--- src/rtl/sdram_acc_sched_if.sv ---
// Request/command bundle between the QSPI front-end, the write-back requester,
// the access scheduler and the SDRAM controller.
interface sdram_acc_sched_if;
  logic        qspi_rd_req;
  logic [23:0] qspi_rd_addr;
  logic        qspi_rd_busy;
  logic        forbiden_autofresh;
  logic        wr_req;
  logic [23:0] wr_addr;
  logic        wr_ack;
  logic        cmd_valid;
  logic [1:0]  cmd_op;
  logic [23:0] cmd_addr;
  logic        cmd_ready;
  logic        cmd_done;
  logic        rd_overrun;
  logic [3:0]  ref_debt;

  modport slave (
    input  qspi_rd_req, qspi_rd_addr, forbiden_autofresh, wr_req, wr_addr,
           cmd_ready, cmd_done,
    output qspi_rd_busy, wr_ack, cmd_valid, cmd_op, cmd_addr, rd_overrun, ref_debt
  );

  modport master (
    output qspi_rd_req, qspi_rd_addr, forbiden_autofresh, wr_req, wr_addr,
           cmd_ready, cmd_done,
    input  qspi_rd_busy, wr_ack, cmd_valid, cmd_op, cmd_addr, rd_overrun, ref_debt
  );
endinterface

--- src/rtl/sdram_acc_sched.sv ---
// SDRAM access scheduler: arbitrates QSPI line reads, write-back bursts and
// auto-refresh, keeping exactly one command outstanding at the controller.
module sdram_acc_sched #(
  parameter int REF_INTERVAL = 624,
  parameter int MAX_DEBT     = 8
) (
  input  logic             fast_clk,
  input  logic             rst,
  sdram_acc_sched_if.slave bus
);

  localparam int          TW         = ($clog2(REF_INTERVAL) > 0) ? $clog2(REF_INTERVAL) : 1;
  localparam logic [TW-1:0] TIMER_LAST = TW'(REF_INTERVAL - 1);
  localparam logic [3:0]  DEBT_MAX   = 4'(MAX_DEBT);
  localparam logic [1:0]  OP_RD      = 2'b00;
  localparam logic [1:0]  OP_WR      = 2'b01;
  localparam logic [1:0]  OP_REF     = 2'b10;

  typedef enum logic [1:0] {
    S_IDLE  = 2'd0,
    S_ISSUE = 2'd1,
    S_WAIT  = 2'd2
  } state_t;

  state_t        r_state;
  logic [TW-1:0] r_timer;
  logic [3:0]    r_debt;
  logic          r_rd_pend;
  logic [23:0]   r_rd_addr;
  logic          r_overrun;
  logic          r_cmd_valid;
  logic [1:0]    r_cmd_op;
  logic [23:0]   r_cmd_addr;

  logic          w_tick;
  logic          w_accept;
  logic          w_ref_acc;
  logic          w_rd_acc;
  logic          w_grant;
  logic [1:0]    w_grant_op;
  logic [23:0]   w_grant_addr;

  assign w_tick    = (r_timer == TIMER_LAST);
  assign w_accept  = (r_state == S_ISSUE) && bus.cmd_ready;
  assign w_ref_acc = w_accept && (r_cmd_op == OP_REF);
  assign w_rd_acc  = w_accept && (r_cmd_op == OP_RD);

  // Refresh interval timer; the wrap cycle is the refresh tick.
  always_ff @(posedge fast_clk) begin
    if (rst)         r_timer <= '0;
    else if (w_tick) r_timer <= '0;
    else             r_timer <= r_timer + TW'(1);
  end

  // Refresh debt: ticks add (saturating), accepted refreshes subtract.
  always_ff @(posedge fast_clk) begin
    if (rst) begin
      r_debt <= 4'd0;
    end else if (w_tick && !w_ref_acc) begin
      if (r_debt != DEBT_MAX) r_debt <= r_debt + 4'd1;
    end else if (!w_tick && w_ref_acc) begin
      r_debt <= r_debt - 4'd1;
    end
  end

  // Read latch; a fresh request beats the clear from an acceptance in the same cycle.
  always_ff @(posedge fast_clk) begin
    if (rst) begin
      r_rd_pend <= 1'b0;
      r_rd_addr <= 24'd0;
      r_overrun <= 1'b0;
    end else if (bus.qspi_rd_req) begin
      r_rd_pend <= 1'b1;
      r_rd_addr <= bus.qspi_rd_addr;
      if (r_rd_pend && !w_rd_acc) r_overrun <= 1'b1;
    end else if (w_rd_acc) begin
      r_rd_pend <= 1'b0;
    end
  end

  // Grant selection; a read arriving this cycle holds off lower priorities
  // so it is served once it reaches the latch.
  always_comb begin
    w_grant      = 1'b0;
    w_grant_op   = OP_RD;
    w_grant_addr = 24'd0;
    if (r_debt == DEBT_MAX) begin
      w_grant    = 1'b1;
      w_grant_op = OP_REF;
    end else if (r_rd_pend) begin
      w_grant      = 1'b1;
      w_grant_addr = r_rd_addr;
    end else if (bus.qspi_rd_req) begin
      w_grant = 1'b0;
    end else if ((r_debt != 4'd0) && !bus.forbiden_autofresh) begin
      w_grant    = 1'b1;
      w_grant_op = OP_REF;
    end else if (bus.wr_req) begin
      w_grant      = 1'b1;
      w_grant_op   = OP_WR;
      w_grant_addr = bus.wr_addr;
    end else begin
      w_grant = 1'b0;
    end
  end

  // Command FSM with registered command outputs.
  always_ff @(posedge fast_clk) begin
    if (rst) begin
      r_state     <= S_IDLE;
      r_cmd_valid <= 1'b0;
      r_cmd_op    <= OP_RD;
      r_cmd_addr  <= 24'd0;
    end else begin
      case (r_state)
        S_IDLE: begin
          if (w_grant) begin
            r_state     <= S_ISSUE;
            r_cmd_valid <= 1'b1;
            r_cmd_op    <= w_grant_op;
            r_cmd_addr  <= w_grant_addr;
          end
        end
        S_ISSUE: begin
          if (bus.cmd_ready) begin
            r_state     <= S_WAIT;
            r_cmd_valid <= 1'b0;
          end
        end
        S_WAIT: begin
          if (bus.cmd_done) r_state <= S_IDLE;
        end
        default: begin
          r_state     <= S_IDLE;
          r_cmd_valid <= 1'b0;
        end
      endcase
    end
  end

  assign bus.cmd_valid    = r_cmd_valid;
  assign bus.cmd_op       = r_cmd_op;
  assign bus.cmd_addr     = r_cmd_addr;
  assign bus.wr_ack       = w_accept && (r_cmd_op == OP_WR);
  assign bus.qspi_rd_busy = r_rd_pend || ((r_state != S_IDLE) && (r_cmd_op == OP_RD));
  assign bus.rd_overrun   = r_overrun;
  assign bus.ref_debt     = r_debt;

endmodule

--- src/flat_wrapper.sv ---
// flat-port wrapper written by rule: the top's interface ports become plain ports
module sdram_acc_sched_flat 
#(
  parameter int REF_INTERVAL = 624,
  parameter int MAX_DEBT     = 8
)
  (fast_clk, rst, bus_qspi_rd_req, bus_qspi_rd_addr, bus_forbiden_autofresh, bus_wr_req, bus_wr_addr, bus_cmd_ready, bus_cmd_done, bus_qspi_rd_busy, bus_wr_ack, bus_cmd_valid, bus_cmd_op, bus_cmd_addr, bus_rd_overrun, bus_ref_debt);
  sdram_acc_sched_if bus_i ();
  input  logic fast_clk;
  input  logic rst;
  input wire logic [$bits(bus_i.qspi_rd_req)-1:0] bus_qspi_rd_req;
  input wire logic [$bits(bus_i.qspi_rd_addr)-1:0] bus_qspi_rd_addr;
  input wire logic [$bits(bus_i.forbiden_autofresh)-1:0] bus_forbiden_autofresh;
  input wire logic [$bits(bus_i.wr_req)-1:0] bus_wr_req;
  input wire logic [$bits(bus_i.wr_addr)-1:0] bus_wr_addr;
  input wire logic [$bits(bus_i.cmd_ready)-1:0] bus_cmd_ready;
  input wire logic [$bits(bus_i.cmd_done)-1:0] bus_cmd_done;
  output wire logic [$bits(bus_i.qspi_rd_busy)-1:0] bus_qspi_rd_busy;
  output wire logic [$bits(bus_i.wr_ack)-1:0] bus_wr_ack;
  output wire logic [$bits(bus_i.cmd_valid)-1:0] bus_cmd_valid;
  output wire logic [$bits(bus_i.cmd_op)-1:0] bus_cmd_op;
  output wire logic [$bits(bus_i.cmd_addr)-1:0] bus_cmd_addr;
  output wire logic [$bits(bus_i.rd_overrun)-1:0] bus_rd_overrun;
  output wire logic [$bits(bus_i.ref_debt)-1:0] bus_ref_debt;
  assign bus_i.qspi_rd_req = bus_qspi_rd_req;
  assign bus_i.qspi_rd_addr = bus_qspi_rd_addr;
  assign bus_i.forbiden_autofresh = bus_forbiden_autofresh;
  assign bus_i.wr_req = bus_wr_req;
  assign bus_i.wr_addr = bus_wr_addr;
  assign bus_i.cmd_ready = bus_cmd_ready;
  assign bus_i.cmd_done = bus_cmd_done;
  assign bus_qspi_rd_busy = bus_i.qspi_rd_busy;
  assign bus_wr_ack = bus_i.wr_ack;
  assign bus_cmd_valid = bus_i.cmd_valid;
  assign bus_cmd_op = bus_i.cmd_op;
  assign bus_cmd_addr = bus_i.cmd_addr;
  assign bus_rd_overrun = bus_i.rd_overrun;
  assign bus_ref_debt = bus_i.ref_debt;
  sdram_acc_sched #(.REF_INTERVAL(REF_INTERVAL), .MAX_DEBT(MAX_DEBT)) u_core (.fast_clk(fast_clk), .rst(rst), .bus(bus_i));
endmodule
--- config.mk ---
export PLATFORM = sky130hd
export DESIGN_NAME = sdram_acc_sched_flat
export DESIGN_NICKNAME = d
export VERILOG_FILES = /design/src/rtl/sdram_acc_sched_if.sv /design/src/rtl/sdram_acc_sched.sv /design/src/flat_wrapper.sv
export SDC_FILE = /design/constraint.sdc
export NUM_CORES = 1
export LEC_CHECK = 0
export CORE_ASPECT_RATIO = 2
export CORE_MARGIN = 2
export CORE_UTILIZATION = 40
export DETAILED_ROUTE_END_ITERATION = 7
export PLACE_DENSITY = 0.78
export SLEW_MARGIN = 20
export SYNTH_ARGS = -nofsm -noshare
export SYNTH_HDL_FRONTEND = slang
export SYNTH_SLANG_ARGS = --single-unit
export TNS_END_PERCENT = 5
--- constraint.sdc ---
create_clock -name fast_clk -period 2.57 [get_ports fast_clk]
set_clock_uncertainty 0.15 [all_clocks]
set_input_delay 0.514 -clock fast_clk [delete_from_list [all_inputs] [get_ports fast_clk]]
set_output_delay 0.514 -clock fast_clk [all_outputs]
set_load 0.02 [all_outputs]
Word-level counts from Yosys, hierarchy flattened
Index checks and enable logic that the tools add are counted.
{"block": "totals", "reg_bits": 69, "in_bits": 55, "output_inout_bits": 34, "wordCells": 77}
{"block": "classes", "add_sub_neg": 3, "n_eq_ne": 11, "mux": 27, "bitwise": 1, "n_reduce_logical": 26}
{"op": "$mux W24", "count": 5}
{"op": "$mux W2", "count": 7}
{"op": "$mux W4", "count": 3}
{"op": "$add A10 B1 Y10 const B", "count": 1}
{"op": "$eq A10 B10 Y1 const B", "count": 1}
{"op": "$mux W1", "count": 10}
{"op": "$logic_and A1 B1 Y1", "count": 9}
{"op": "$ne A2 B2 Y1 const B", "count": 3}
{"op": "$pmux W2 S3", "count": 1}
{"op": "$reduce_and A2 Y1", "count": 3}
{"op": "$reduce_and A3 Y1", "count": 2}
{"op": "$reduce_bool A2 Y1", "count": 3}
{"op": "$add A4 B1 Y4 const B", "count": 1}
{"op": "$eq A2 B1 Y1 const B", "count": 2}
{"op": "$eq A2 B2 Y1 const B", "count": 2}
{"op": "$eq A4 B4 Y1 const B", "count": 1}
{"op": "$logic_not A1 Y1", "count": 4}
{"op": "$logic_not A2 Y1", "count": 2}
{"op": "$ne A4 B4 Y1 const B", "count": 1}
{"op": "$reduce_bool A4 Y1", "count": 1}
{"op": "$sub A4 B1 Y4 const B", "count": 1}
{"op": "$pmux W1 S3", "count": 1}
{"op": "$ne A2 B1 Y1 const B", "count": 1}
{"op": "$reduce_or A2 Y1", "count": 1}
{"op": "2 further kinds", "count": 2}

Logic depth before layout (Yosys ltp)
{"block": "depth", "depth_word": 8, "mapped_depth": 10}

Worst setup path before layout
Ideal clock, no wire load.
{"block": "synth_path", "path_kind": "reg2reg", "startpoint": "register u_core.r_timer[0]", "endpoint": "register u_core.r_debt[3], in the netlist u_core.bus.ref_debt[3]", "setup_time_ns": 0.073, "arrival_ns": 2.305, "t_required_ns": 2.347, "path_slack_ns": 0.042, "path_stages_with_launch": 11, "path_buffers": 0, "period_less_slack_ns": 2.528, "path_cell_list": "dfxtp_1 ha_1 and3_1 nor4b_4 nand2_1 ha_1 a21oi_1 nand2_1 or3_4 and3_4 nor3_2"}
{"block": "synth_between", "elab_chain_cells": 5, "word_cells_on_any_way": 8, "classes_between": "2 x eq/ne; 1 x mux; 5 x reduce/logical"}
{"item": "from (decl)", "line_no": "sdram_acc_sched.sv:26", "rtl": "logic [TW-1:0] r_timer;"}
{"item": "from (signal assigned)", "line_no": "sdram_acc_sched.sv:52", "rtl": "else r_timer <= r_timer + TW'(1);"}
{"item": "$eq A10 B10 Y1 (*)", "line_no": "sdram_acc_sched.sv:43", "rtl": "assign w_tick = (r_timer == TIMER_LAST);"}
{"item": "$logic_not A1 Y1", "line_no": "sdram_acc_sched.sv:61", "rtl": "end else if (!w_tick && w_ref_acc) begin"}
{"item": "$logic_and A1 B1 Y1", "line_no": "sdram_acc_sched.sv:61"}
{"item": "$reduce_bool A2 Y1 (no line)"}
{"item": "$reduce_and A2 Y1 (no line)"}
{"item": "to (signal assigned)", "line_no": "sdram_acc_sched.sv:60", "rtl": "if (r_debt != DEBT_MAX) r_debt <= r_debt + 4'd1;"}
{"item": "to (signal assigned)", "line_no": "sdram_acc_sched.sv:62", "rtl": "r_debt <= r_debt - 4'd1;"}
{"item": "to (decl)", "line_no": "sdram_acc_sched.sv:27", "rtl": "logic [3:0] r_debt;"}
Every way passes the cells marked *; elsewhere a longest branch is shown, timed or not.
A chain may end at the register's enable or synchronous reset.

Worst setup path in the final report
{"block": "layout_path", "startpoint": "register u_core.r_state[0]", "endpoint": "output bus_qspi_rd_busy"}
{"block": "layout_between", "elab_chain_cells": 3}
{"item": "from (decl)", "line_no": "sdram_acc_sched.sv:25", "rtl": "state_t r_state;"}
{"item": "from (signal assigned)", "line_no": "sdram_acc_sched.sv:110", "rtl": "r_state <= S_IDLE;"}
{"item": "from (signal assigned)", "line_no": "sdram_acc_sched.sv:118", "rtl": "r_state <= S_ISSUE;"}
{"item": "from (signal assigned)", "line_no": "sdram_acc_sched.sv:126", "rtl": "r_state <= S_WAIT;"}
{"item": "$reduce_bool A2 Y1", "line_no": "sdram_acc_sched.sv:145", "rtl": "assign bus.qspi_rd_busy = r_rd_pend || ((r_state != S_IDLE) && (r_cmd_op == OP_RD));"}
{"item": "$logic_and A1 B1 Y1", "line_no": "sdram_acc_sched.sv:145"}
{"item": "$logic_or A1 B1 Y1", "line_no": "sdram_acc_sched.sv:145"}
{"item": "to (decl)", "line_no": "flat_wrapper.sv:18", "rtl": "output wire logic [$bits(bus_i.qspi_rd_busy)-1:0] bus_qspi_rd_busy;"}
No other way between the ends.

==> results.yml <==
floorplanning:
  start_util_pct: 41.1
  die_w_um: 63.7
  die_area_um2: 7870
  design.core.area_um2: 6940
  ioPinCount: 89
  die_h_um: 123
  num_rows: 43
clock_tree:
  clock_sinks: 69
  cts_hold_buf: 0
  clkTransAtPathRegs_ns: 0.05
  cts-buffers-inserted: 9
  cts_tree: "done"
  cts.path.max_buffers: 2
  clockRootBuffer: "clkbuf_16"
  clkLatencyLatePin_ns: 0.33
  h-tree-depth: 3
job:
  maxCapViolCount: 0
logic_synthesis:
  yosysWarnings: 0
  syn_avg_cell_area_um2: 10.1
  synthAdderAreaFrac_pct: 2.02
  netlist_instances: 282
  dominantRegCellSynth: "dfxtp_1"
  post-synth-top-area-cell: "dfxtp_1"
  synth_top_cell_area_share_pct: 48.4
  yosysMostFrequentCell: "dfxtp_1"
  ys_ff_latch: 69
  ys_seq_area_share_pct: 48.4
  synth_fp_nets: 341
  synth_top_family_by_area: "compound AO/OA/AOI/OAI gates"
  synth_cell_types: 44
  synth_area_leaders: "dfxtp_1 48%, mux2i_1 9.1%, o2bb2ai_1 7.4%"
  synth_xor_area_share_pct: 2.45
  async_reset_ff_share_pct: 0
  synth_compound_area_share_pct: 18.5
  synthTopCellsByCount: "69 x dfxtp_1, 47 x nor2_1, 26 x mux2i_1"
  syn_area_um2: 2860
  yosys.area_share.simple_pct: 16.1
  synth.area.mux_share_pct: 9.11
  synth_edf_count: 0
timing:
  tns_ns: 0
  setup_viol: 0
  max_freq_mhz: 410
  rsz0062_at_grt: "no"
  worst_slew_pin_slew_ns: 0.665
  min_period_over_period_pct: 94.9
  slew_headroom_pct: 55.5
  hold_violations: 0
  post-route-min-period_ns: 2.44
  finalMaxSlewViolations: 0
power:
  peakVddDrop_mv: 0.520
  clock_power_share_pct: 43.3
  p_per_area_nw_per_um2: 649
  power_leakage_nw: 1.60
  p_int_w: 0.00208
  p_comb_share_pct: 14.0
  netSwitchingFraction_pct: 23.6
  p_sw_w: 0.000643
  power_w: 0.00273
  p_seq_share_pct: 42.7
global_route:
  grt_max_degree: 27
  grt_pass1_vias: 2491
  grt.total_usage_pct: 20.5
  overflow: 0
  grt_pass1_wl_um: 12200
  antenna_found_initial: 0
setup_path:
  worstPathRequired_ns: 1.91
  crit_path_start_kind: "flip-flop"
  regToRegStartpoint: "u_core.r_timer[0]$_SDFF_PP0_"
  cp.arrival_ns: 1.78
  critPathMaxFanout: 6
  timing_worst_setup_path_type: "flip-flop to output pin"
  reg2regPathDepth: 10
  crit_path_end_kind: "output pin"
  startpoint: "u_core.r_state[0]$_SDFFE_PP0P_"
route:
  num_vias: 2468
  wl_per_cell_um: 15.7
  drt-initial-drc-count: 137
  viasPerCell: 5.20
  ant_nets: 0
  dr.pass1.iters: 4
  routed_wl_um: 7470
  drc_errors: 0
place:
  io_buffer_count: 88
  place_congestion: 0.772
  hpwl_um: 5350
layout:
  nFillCells: 566
  drive_above_1_share_pct: 12.2
  nets: 439
  area_growth_pct: 47.1
  num_antenna_cells: 0
hold_path:
  holdPathStages: 1
  min_path_type: "flip-flop to flip-flop"
  worstHoldStart: "u_core.r_timer[0]$_SDFF_PP0_"
run_status:
  outcome: "finished, final reports clean"
[cell type report]
| cell class | count | area (µm²) | area share, % |
|---|---|---|---|
| Clock buffer | 16 | 292 | 6.94 |
| Tap cell | 90 | 113 | 2.68 |
| Multi-Input combinational cell | 192 | 1400 | 33.3 |
| Timing Repair Buffer | 104 | 997 | 23.7 |
| Sequential cell | 69 | 1380 | 33.0 |
| Inverter | 4 | 15.0 | 0.358 |
[metal layers]
layer	vias to the layer above	share of wire [%]	global-route usage, %
li1	1220	-	-
met1	1166	38	21.9
met2	71	56	38.1
met3	11	4.3	4.28
met4	0	2.0	9.10
met5	-	0	0
[state kept, by name (all words and copies together) (netlist names)]
signal	cells
u_core.r_state	2
u_core.r_rd_addr	24
u_core.bus.rd_overrun	1
u_core.r_timer	10
u_core.bus.cmd_valid	1
u_core.bus.ref_debt	4
u_core.bus.cmd_op	2
u_core.r_rd_pend	1
u_core.bus.cmd_addr	24
[cells by family (layout without fill, tap and decap cells)]
family / count (synthesis) / count (layout)
xor gates and xnor gates: 8 / 8
AOI/OAI and AO/OA: 69 / 69
adders and majority gates: 4 / 4
buffers and inverters: 21 / 124
muxes: 26 / 26
and+or+nand+nor: 85 / 85
DFF: 69 / 69
[power by group through the flow]
stage	Combinational, W	Sequential, W	Clock, W
after global placement	0.000377	0.00118	0
after global routing	0.000416	0.00117	0.00124
final	0.000381	0.00116	0.00118
after CTS	0.000385	0.00116	0.00120
after floorplan	0.000179	0.00120	0
after detailed placement	0.000384	0.00118	0
[through the flow]
stage          setup slack [ns]  hold WS, ns  instances  util [%]  cell area (µm²)
2_1_floorplan            0.0420        0.263        282         -             2860
3_3_place_gp             -0.231        0.274        458      55.8             3870
3_5_place_dp             -0.315        0.286        458      55.8             3870
4_1_cts                  0.0280        0.297        474      60.0             4160
5_1_grt                  0.0286        0.295        475      60.5             4200
6_report                  0.130        0.269        475      60.5             4200
[worst max-delay path: stages (launching register included)]
cell             delay [ns]
dfxtp_1                0.46
nor2_1                 0.12
o31ai_1                0.22
clkdlybuf4s50_1        0.65
[cell usage in the layout (no fill, tap or decap), types with 3 or more instances in the layout]
| master | n |
|---|---|
| clkdlybuf4s50_1 | 85 |
| nand3_1 | 6 |
| a21oi_1 | 9 |
| a22oi_1 | 24 |
| or3_1 | 3 |
| buf_4 | 16 |
| clkbuf_1 | 3 |
| o21ai_0 | 4 |
| nor3_1 | 3 |
| xor2_1 | 3 |
| nor2_1 | 47 |
| mux2i_1 | 26 |
| xnor2_1 | 5 |
| clkbuf_16 | 9 |
| inv_1 | 4 |
| clkbuf_8 | 4 |
| o2bb2ai_1 | 24 |
| dfxtp_1 | 67 |
| nand2_1 | 4 |
[repair_timing]
action                                 CTS  global route
gates resized for setup                  1             7
pin swaps                                0             0
buffers inserted                         0             1
endpoints found under the hold margin    0             0
setup endpoints to repair                1             1
[path summary, 6_finish.rpt]
path / end / slack [ns]
max: bus_qspi_rd_busy / 0.13
min: u_core.r_timer[0]$_SDFF_PP0_ / 0.27
max reg2reg: u_core.bus.ref_debt[3]$_SDFFE_PP0P_ / 0.20
min reg2reg: u_core.r_timer[0]$_SDFF_PP0_ / 0.27
(Power assumes the default switching activity.)
